==> src/rtl/shift_right_pipe_pkg.sv <==
// Shared definitions for the pipelined right shifter.
//   DEFAULT_WIDTH / DEFAULT_SHW : default operand width and shift-amount width
//   fill_mode_e                 : encoding of the vacated-bit fill mode
package shift_right_pipe_pkg;

  localparam int DEFAULT_WIDTH = 16;
  localparam int DEFAULT_SHW   = 4;

  typedef enum logic {
    FILL_LOGICAL = 1'b0,
    FILL_ARITH   = 1'b1
  } fill_mode_e;

endpackage

==> src/rtl/shift_right_stage.sv <==
// One stage of the pipelined right shifter: conditionally shifts the incoming
// word right by 2^STAGE when amount bit STAGE is set, folds the discarded bits
// into the sticky flag and registers the result.
//   clk, rst            : clock, synchronous active-high reset
//   adv_i               : global advance enable; registers load only when set
//   valid_i / valid_o   : slot occupancy in / out
//   data_i / data_o     : data word in / registered shifted word out
//   amt_i / amt_o       : full shift amount, carried alongside the data
//   arith_i / arith_o   : fill mode (FILL_ARITH = sign fill)
//   sticky_i / sticky_o : OR of every bit discarded so far
module shift_right_stage
  import shift_right_pipe_pkg::*;
#(
  parameter int WIDTH = DEFAULT_WIDTH,
  parameter int SHW   = DEFAULT_SHW,
  parameter int STAGE = 0
) (
  input  logic             clk,
  input  logic             rst,
  input  logic             adv_i,
  input  logic             valid_i,
  input  logic [WIDTH-1:0] data_i,
  input  logic [SHW-1:0]   amt_i,
  input  logic             arith_i,
  input  logic             sticky_i,
  output logic             valid_o,
  output logic [WIDTH-1:0] data_o,
  output logic [SHW-1:0]   amt_o,
  output logic             arith_o,
  output logic             sticky_o
);

  localparam int SH = 1 << STAGE;
  // Bits that fall off the bottom when shifting by SH.
  localparam logic [WIDTH-1:0] LOST_MASK =
    (SH >= WIDTH) ? {WIDTH{1'b1}} : WIDTH'((64'd1 << SH) - 64'd1);

  logic                 fill;
  logic [2*WIDTH-1:0]   ext;
  logic [2*WIDTH-1:0]   ext_sh;
  logic [WIDTH-1:0]     data_d;
  logic                 sticky_d;

  logic                 valid_q;
  logic [WIDTH-1:0]     data_q;
  logic [SHW-1:0]       amt_q;
  logic                 arith_q;
  logic                 sticky_q;

  // An arithmetic shift never changes the MSB, so the MSB seen at any stage
  // is still the original sign bit and can serve as the fill value.
  always_comb begin
    fill     = (arith_i == FILL_ARITH) && data_i[WIDTH-1];
    ext      = {{WIDTH{fill}}, data_i};
    ext_sh   = ext >> SH;
    data_d   = data_i;
    sticky_d = sticky_i;
    if (amt_i[STAGE]) begin
      data_d   = (SH >= WIDTH) ? {WIDTH{fill}} : ext_sh[WIDTH-1:0];
      sticky_d = sticky_i | (|(data_i & LOST_MASK));
    end
  end

  always_ff @(posedge clk) begin
    if (rst) begin
      valid_q  <= 1'b0;
      data_q   <= '0;
      amt_q    <= '0;
      arith_q  <= 1'b0;
      sticky_q <= 1'b0;
    end else if (adv_i) begin
      valid_q  <= valid_i;
      data_q   <= data_d;
      amt_q    <= amt_i;
      arith_q  <= arith_i;
      sticky_q <= sticky_d;
    end
  end

  assign valid_o  = valid_q;
  assign data_o   = data_q;
  assign amt_o    = amt_q;
  assign arith_o  = arith_q;
  assign sticky_o = sticky_q;

endmodule

==> src/rtl/shift_right_pipe.sv <==
// Pipelined right shifter with logical/arithmetic fill and a sticky flag.
// SHW stages, stage k shifting by 2^k when amount bit k is set (LSB first);
// latency SHW cycles, one result per cycle at full throughput.
//   clk, rst                      : clock, synchronous active-high reset
//   in_valid, in_ready            : input handshake
//   in_data, in_amt, in_arith     : operand, shift amount, fill mode
//   out_valid, out_ready          : output handshake
//   out_data, out_sticky, out_zero: result, OR of discarded bits, result==0
//
// Handshake: a transfer happens on a rising edge where valid && ready are both
// high. valid never depends on ready on the same port; once out_valid is high
// the output stays unchanged until out_ready accepts it. The whole pipeline
// moves in lock step on adv = !out_valid || out_ready, and in_ready = adv, so
// a stalled output stalls every stage and the input together (bubbles inside
// the pipe are not squeezed out).
module shift_right_pipe
  import shift_right_pipe_pkg::*;
#(
  parameter int WIDTH = DEFAULT_WIDTH,
  parameter int SHW   = DEFAULT_SHW
) (
  input  logic             clk,
  input  logic             rst,
  input  logic             in_valid,
  output logic             in_ready,
  input  logic [WIDTH-1:0] in_data,
  input  logic [SHW-1:0]   in_amt,
  input  logic             in_arith,
  output logic             out_valid,
  input  logic             out_ready,
  output logic [WIDTH-1:0] out_data,
  output logic             out_sticky,
  output logic             out_zero
);

  logic             adv;
  logic             valid_s  [SHW+1];
  logic [WIDTH-1:0] data_s   [SHW+1];
  logic [SHW-1:0]   amt_s    [SHW+1];
  logic             arith_s  [SHW+1];
  logic             sticky_s [SHW+1];
  logic             unused_tail;

  assign adv      = !out_valid || out_ready;
  assign in_ready = adv;

  // Stage 0 input; an idle input cycle with adv=1 enters as a bubble.
  assign valid_s[0]  = in_valid;
  assign data_s[0]   = in_data;
  assign amt_s[0]    = in_amt;
  assign arith_s[0]  = in_arith;
  assign sticky_s[0] = 1'b0;

  for (genvar k = 0; k < SHW; k++) begin : g_stage
    shift_right_stage #(
      .WIDTH (WIDTH),
      .SHW   (SHW),
      .STAGE (k)
    ) u_stage (
      .clk      (clk),
      .rst      (rst),
      .adv_i    (adv),
      .valid_i  (valid_s[k]),
      .data_i   (data_s[k]),
      .amt_i    (amt_s[k]),
      .arith_i  (arith_s[k]),
      .sticky_i (sticky_s[k]),
      .valid_o  (valid_s[k+1]),
      .data_o   (data_s[k+1]),
      .amt_o    (amt_s[k+1]),
      .arith_o  (arith_s[k+1]),
      .sticky_o (sticky_s[k+1])
    );
  end

  // Amount and mode are fully consumed by the last stage.
  assign unused_tail = ^{amt_s[SHW], arith_s[SHW]};

  assign out_valid  = valid_s[SHW];
  assign out_data   = data_s[SHW];
  assign out_sticky = sticky_s[SHW];
  assign out_zero   = ~|data_s[SHW];

endmodule

==> config.mk <==
export PLATFORM = sky130hd
export DESIGN_NAME = shift_right_pipe
export DESIGN_NICKNAME = d
export VERILOG_FILES = /design/src/rtl/shift_right_pipe_pkg.sv /design/src/rtl/shift_right_stage.sv /design/src/rtl/shift_right_pipe.sv
export SDC_FILE = /design/constraint.sdc
export NUM_CORES = 1
export LEC_CHECK = 0
export ABC_CLOCK_PERIOD_IN_PS = 2150
export BUFFER_PORTS_ARGS = -buffer_cell sky130_fd_sc_hd__buf_2
export CORE_AREA = 2 2 91 93
export DETAILED_ROUTE_END_ITERATION = 8
export DIE_AREA = 0 0 93 95
export PLACE_DENSITY = 0.69
export SYNTH_ARGS = -nofsm -noshare
export SYNTH_HDL_FRONTEND = slang
export SYNTH_HIERARCHICAL = 1
export SYNTH_SLANG_ARGS = --single-unit
==> constraint.sdc <==
create_clock -name clk -period 2.15 [get_ports clk]
set_clock_uncertainty 0.1 [all_clocks]
set_input_delay 0.3225 -clock clk [delete_from_list [all_inputs] [get_ports clk]]
set_output_delay 0.3225 -clock clk [all_outputs]
set_load 0.02 [all_outputs]
== Word level (Yosys, flattened, before mapping) ==
Cells that the tools add are included.

* Flip-flop bits (word level): 87
* Input bits: 25
* Output and inout bits: 20

* Muxes and demuxes: 8
* Bitwise logic cells: 3
* Reductions and logical operators: 11

{| class="wikitable"
|+ Operators by type and width
! cell !! number
|-
| $mux 16 || 4
|-
| $reduce_or 16->1 || 1
|-
| $reduce_or 8->1 || 1
|-
| $logic_and 1x1->1 || 4
|-
| $mux 1 || 4
|-
| $reduce_or 4->1 || 1
|-
| $or 1x1->1 || 3
|-
| $logic_not 1->1 || 2
|-
| $reduce_or 2->1 || 1
|-
| $logic_or 1x1->1 || 1
|}

== Logic depth before layout (Yosys ltp) ==
Gate-level depths: netlist of run 1.

* Depth in word-level cells: 3
* Depth in mapped cells: 5
* Gate-level depth less buffers: 4

== Modules after synthesis ==
Netlist of run 1, hierarchy kept.

{| class="wikitable"
|+ By module, submodules not included
! module !! times used !! cells each !! area each (sq um) !! seq. area each (sq um)
|-
| shift_right_stage (g_stage[1].u_stage) || 1 || 97 || 968.4 || 460.4
|-
| shift_right_stage (g_stage[0].u_stage) || 1 || 95 || 960.9 || 460.4
|-
| shift_right_stage (g_stage[2].u_stage) || 1 || 97 || 960.9 || 460.4
|-
| shift_right_stage (g_stage[3].u_stage) || 1 || 99 || 927.1 || 460.4
|-
| shift_right_pipe || 1 || 7 || 43.8 || 0.0
|}

== Worst setup path after synthesis of run 1 ==
No wires, ideal clock.

* Path kind: flip-flop to flip-flop
* Start: register g_stage[3].u_stage.valid_q
* End: register g_stage[3].u_stage.sticky_q
* Library setup time: 0.129 ns
* Arrival time: 1.610 ns
* Data required time: 1.921 ns
* Path slack: 0.310 ns
* Cell stages (with the launch flop): 6
* Buffers on the path: 1
* Period minus slack after synthesis: 1.840 ns
* Cells stage by stage: dfxtp_1 -> nand2b_1 -> buf_4 -> or4b_1 -> nor4_1 -> a2111oi_1

* Cells in the longest elaborated chain, start to end: 2

{| class="wikitable"
|+ Ends and longest elaborated chain
! element !! RTL line !! RTL
|-
| from (decl) || shift_right_stage.sv:44 || <nowiki>logic valid_q;</nowiki>
|-
| from (signal assigned) || shift_right_stage.sv:72 || <nowiki>valid_q <= valid_i;</nowiki>
|-
| $logic_not 1->1 || shift_right_pipe.sv:44 || <nowiki>assign adv = !out_valid || out_ready;</nowiki>
|-
| $logic_or 1x1->1 || shift_right_pipe.sv:44 ||
|-
| named net in_ready || shift_right_pipe.sv:25 || <nowiki>output logic in_ready,</nowiki>
|-
| to (signal assigned) || shift_right_stage.sv:76 || <nowiki>sticky_q <= sticky_d;</nowiki>
|-
| to (decl) || shift_right_stage.sv:48 || <nowiki>logic sticky_q;</nowiki>
|}

The timed path passes the listed nets, and every way through them passes these cells.
A chain may end at the register's enable or synchronous reset.

== Worst setup path after layout of run 1 ==
* Start: register g_stage[3].u_stage.data_q[3]
* End: output port out_zero

* Cells in the longest elaborated chain, start to end: 2

{| class="wikitable"
|+ Ends and longest elaborated chain
! element !! RTL line !! RTL
|-
| from (decl) || shift_right_stage.sv:45 || <nowiki>logic [WIDTH-1:0] data_q;</nowiki>
|-
| from (signal assigned) || shift_right_stage.sv:73 || <nowiki>data_q <= data_d;</nowiki>
|-
| $reduce_or 16->1 || shift_right_pipe.sv:82 || <nowiki>assign out_zero = ~|data_s[SHW];</nowiki>
|-
| $logic_not 1->1 || shift_right_pipe.sv:82 ||
|-
| to (decl) || shift_right_pipe.sv:33 || <nowiki>output logic out_zero</nowiki>
|}

Every way passes these cells.

==> results of run 1 <==
-- routing by layer --
metal	vias up	wire length [um]	global-route usage
met5	-	0	0
met3	9	264	0.0287
met4	0	104	0.0699
met1	1102	3360	0.209
met2	59	2500	0.214
li1	1378	-	-
-- path summary, 6_finish.rpt --
path | from | end | slack, ps
worst max register to register | g_stage[3].u_stage/valid_o | g_stage[3].u_stage/data_o[10] | 510
worst max-delay path | g_stage[3].u_stage/data_o[3] | out_zero | 380
worst min register to register | g_stage[3].u_stage/data_o[15] | g_stage[3].u_stage/data_o[15] | 390
worst min-delay path | in_amt[1] | g_stage[0].u_stage/amt_o[1] | 110
-- where the power goes --
part	total (mW)	internal [mW]	switching [mW]	leakage, nW
Combinational	0.276	0.136	0.140	0.904
Sequential	1.64	1.58	0.0613	0.665
Clock	1.08	0.559	0.523	0.0981
Total	3.00	2.27	0.724	1.67
-- cell type report --
type | count | area (um^2)
clock buffers | 10 | 138
clock inverters | 5 | 56.3
fillers | 778 | 3990
inverters | 3 | 11.3
multi-input cells | 247 | 1660
flip-flops and latches | 81 | 1620
well taps | 105 | 131
repair buffers | 51 | 323
-- tightest hold or removal path, stage by stage --
cell     delay (ps)
buf_2            70
mux2i_1          50
nor2_1           70
-- sequential cells by signal, summed over array words and instances (netlist names) --
name and flops:
g_stage.u_stage/valid_o 4, g_stage.u_stage/data_o 64, g_stage.u_stage/amt_o 6, g_stage.u_stage/sticky_o 4, g_stage.u_stage/arith_o 3
-- through the flow --
stage	hold slack (ps)	instances	cell area [um^2]	total power [mW]
floorplan	295	362	3490	1.87
global placement	372	487	3750	1.94
detailed placement	377	487	3750	1.95
CTS	99.1	502	3940	3.03
global route	113	502	3940	3.13
finish	109	502	3940	3.00
==> impl_metrics.tcl, run 1 <==
set metrics [dict create \
    netlist_area_um2 3490 \
    dieArea_um2 8840 \
    dp_slack_ps 405 \
    die_h_um 95 \
    slew_violations 0 \
    route.detailed.drc 0 \
    fin_crit_sh 0.821 \
    setup_viol 0 \
    path_buf_inv 1 \
    core-area_um2 7930 \
    first_pass_iters 4 \
    crit_path_top_delay_cell "dfxtp_1" \
    track_usage 0.147 \
    layout_setup_ws_ps 385 \
    clk_latency_ps 350 \
    hold_path_class "in2reg" \
    path_clk_slew_ps 70 \
    peakVddDrop_mv 0.346 \
    avgRoutedWirePerCell_um 12.4 \
    ff2ff_path_depth 5 \
    cp_data_arrival_time_ps 1340 \
    insertedDiodeCount 0 \
    cts_made_buffers 9 \
    finalSetupTns_ps 0 \
    core.rowCount 33 \
    grt_max_degree 70 \
    portBuffers 44 \
    path_depth 3 \
    yosysWarnings 6 \
    wl_um 6230 \
    critPathTopFamily "simple AND/OR/NAND/NOR gates" \
    clk_path_buf_depth 2 \
    worstPathMaxFanout 3 \
    root_buffer "clkbuf_8" \
    hold_depth 3 \
    synthToLayoutAreaGrowth_pct 12.9 \
    required_ps 1730 \
    drive_gt1_frac 0.174 \
    h-tree-depth 3 \
    viasPerCell 5.08 \
    final_nets 418 \
    ctsResizeCount 0 \
    post-route-util 0.497 \
    status "finished clean" \
    syn_avg_cell_area_um2 9.64 \
    antenna_found_initial 0 \
    post_cts_buffers 0 \
    endpoint_kind "primary output" \
    netlist_instances 362 \
    maxCapViolCount 0 \
    rsz0062_at_grt "false" \
    mostFrequentLayoutCell "dfxtp_1" \
    layout_common_cells "81 x dfxtp_1, 75 x nor2_1, 62 x mux2i_1, 58 x a211oi_1, 44 x buf_2" \
    cts_tree "built" \
    fmax_mhz 566 \
    gr-total-overflow 0 \
    worstMarginPinSlew_ps 712 \
    initial_utilization 0.440 \
    power_density_nw_per_um2 760 \
    path_class "reg2out" \
    fp.dieW_um 93 \
    finalWeightedCongestion 0.748 \
    num_vias 2548 \
    slew_headroom 0.525 \
    period_minus_slack_ps 1770 \
    syn_nets 387 \
    grt_pass1_vias 2222 \
    grt_pass1_wl_um 10500 \
    cp_cell_sequence "nor4_1, and4_1, buf_2" \
    ant_nets 0 \
    dp.final_hpwl_um 4290 \
    critical_path.startpoint_type "flop" \
    clkSinkCount 81 \
    io_pins 45 \
    cts_hold_buf 0 \
    hold_violations 0 \
    critPathMaxStageDelay_ps 330 \
    drt_iter0_markers 98 \
    p_leak_nw 1.67 \
]
Power figures use the tool's default switching activity.
==> run 2: changes to the inputs <==
ABC_AREA = 1   (was default)
ABC_CLOCK_PERIOD_IN_PS = 1700   (was 2150)
CORE_AREA = 2 2 97 99   (was 2 2 91 93)
DIE_AREA = 0 0 99 101   (was 0 0 93 95)
PLACE_DENSITY = 0.68   (was 0.69)
clock period = 1.7 ns   (was 2.15 ns; I/O delays follow)
==> run 2 against run 1 <==
Effect of this change:
- worst hold slack worse by 70 ps
- global-route usage is 2.5 points higher
- combinational power grew 71%
- die area rose by 13%
- first-iteration DRC count rose by 37%
- cell area up 9.8%
- synthesized cell count increased by 69%
- total power is 26% higher
- routed wire length up 32%
- utilization fell by 1.5 points
- critical path type unchanged
==> impl_metrics.tcl, run 2 <==
set metrics [dict create \
    worstPathMaxFanout 31 \
    fp.dieW_um 99 \
    viasPerCell 4.64 \
    track_usage 0.172 \
    power_density_nw_per_um2 874 \
    synthToLayoutAreaGrowth_pct 8.26 \
    drive_gt1_frac 0.124 \
    route.detailed.drc 0 \
    gr-total-overflow 0 \
    hold_depth 3 \
    drt_iter0_markers 134 \
    critPathMaxStageDelay_ps 390 \
    finalWeightedCongestion 0.810 \
    antenna_found_initial 0 \
    syn_nets 638 \
    fmax_mhz 628 \
    setup_viol 0 \
    largest_reg_flops 64 \
    grt_max_degree 62 \
    die_h_um 101 \
    clk_latency_ps 350 \
    yosysWarnings 6 \
    netlist_area_um2 4000 \
    final_nets 669 \
    core-area_um2 8980 \
    mostFrequentLayoutCell "nand2_1" \
    fin_crit_sh 0.937 \
    period_minus_slack_ps 1590 \
    peakVddDrop_mv 0.370 \
    num_vias 3520 \
    layout_setup_ws_ps 108 \
    portBuffers 44 \
    grt_pass1_vias 3182 \
    dieArea_um2 10000 \
    netlist_instances 613 \
    crit_path_top_delay_cell "dfxtp_1" \
    path_class "reg2out" \
    p_leak_nw 2.43 \
    num-fill-cells 923 \
    required_ps 1340 \
    io_pins 45 \
    rsz0062_at_grt "false" \
    critPathTopFamily "flip-flops" \
    dp.final_hpwl_um 5750 \
    cts_tree "built" \
    regArea_um2 1620 \
    slew_violations 0 \
    hold_violations 0 \
    layout_common_cells "180 x nand2_1, 124 x nor2_1, 81 x dfxtp_1, 68 x inv_1, 58 x nand3_1" \
    multi_input_area_um2 1780 \
    status "finished clean" \
    p_total_mw 3.78 \
    ant_nets 0 \
    cts_made_buffers 9 \
    endpoint_kind "primary output" \
    place_area_um2 4130 \
    initial_utilization 0.445 \
    hp-start "in_amt[1]" \
    fin_area_um2 4330 \
    clk_path_buf_depth 2 \
    core.rowCount 35 \
    avgRoutedWirePerCell_um 10.9 \
    grt_pass1_wl_um 14100 \
    first_pass_iters 4 \
    dp_slack_ps 288 \
    path_buf_inv 2 \
    h-tree-depth 3 \
    timing.hold.ws_ps 38.5 \
    cp_cell_sequence "nand2_4, buf_16, buf_2" \
    finalSetupTns_ps 0 \
    root_buffer "clkbuf_8" \
    cts_hold_buf 0 \
    hold_path_class "in2reg" \
    clkSinkCount 81 \
    insertedDiodeCount 0 \
    path_clk_slew_ps 70 \
    wl_um 8230 \
    syn_avg_cell_area_um2 6.52 \
    holdPathEnd "g_stage[0].u_stage/amt_o[1]" \
    critical_path.startpoint_type "flop" \
    ff2ff_path_depth 6 \
    cp_data_arrival_time_ps 1240 \
    timing.rr.end "g_stage[2].u_stage/data_o[13]" \
    maxCapViolCount 0 \
    reg2reg_slack_ps 280 \
    timing.rr.start "g_stage[3].u_stage/valid_o" \
]
-- run 2: layer usage --
metal,up-vias,part of all wire,GRT usage
li1,1923,-,-
met1,1508,0.48,0.213
met5,-,0,0
met4,0,0.023,0.0843
met2,76,0.45,0.291
met3,13,0.039,0.0284
-- run 2: what timing repair did --
item / in CTS / in global routing
setup buffers: 0 / 0
endpoints found under the setup margin: 0 / 1
resized for setup: 0 / 1
-- run 2: layout make-up --
class	instances	share of cell area
Tap cell	111	0.0321
Timing Repair Buffer	54	0.0769
Multi-Input combinational cell	422	0.412
Clock buffer	14	0.0376
Sequential cell	81	0.375
Inverter	76	0.0671
-- run 2: how the worst max path moves through the flow --
stage,from,end,slack (ps),cells after the start
2_1_floorplan,g_stage[3].u_stage/valid_o,g_stage[3].u_stage/data_o[0],140,5
3_3_place_gp,rst,g_stage[3].u_stage/data_o[5],310,4
3_5_place_dp,rst,g_stage[3].u_stage/data_o[8],290,4
4_1_cts,g_stage[3].u_stage/valid_o,in_ready,30,3
5_1_grt,g_stage[3].u_stage/data_o[2],out_zero,10,6
6_report,g_stage[3].u_stage/valid_o,in_ready,110,3
-- run 2: power breakdown --
part | leakage [nW] | total, mW | switching [mW] | internal (mW)
registers | 0.664 | 2.09 | 0.0853 | 2.00
logic | 1.69 | 0.473 | 0.286 | 0.187
clock network | 0.0826 | 1.22 | 0.625 | 0.597
total | 2.43 | 3.78 | 0.996 | 2.78
-- run 2: tightest hold or removal path, cell delays in order --
cell and delay [ps]:
buf_2 80, nor2_1 40, nor2_1 80
-- run 2: stage by stage --
stage,utilization,cells
3_3_place_gp,0.460,743
6_report,0.482,758
3_5_place_dp,0.460,743
5_1_grt,0.482,758
2_1_floorplan,-,613
4_1_cts,0.478,757
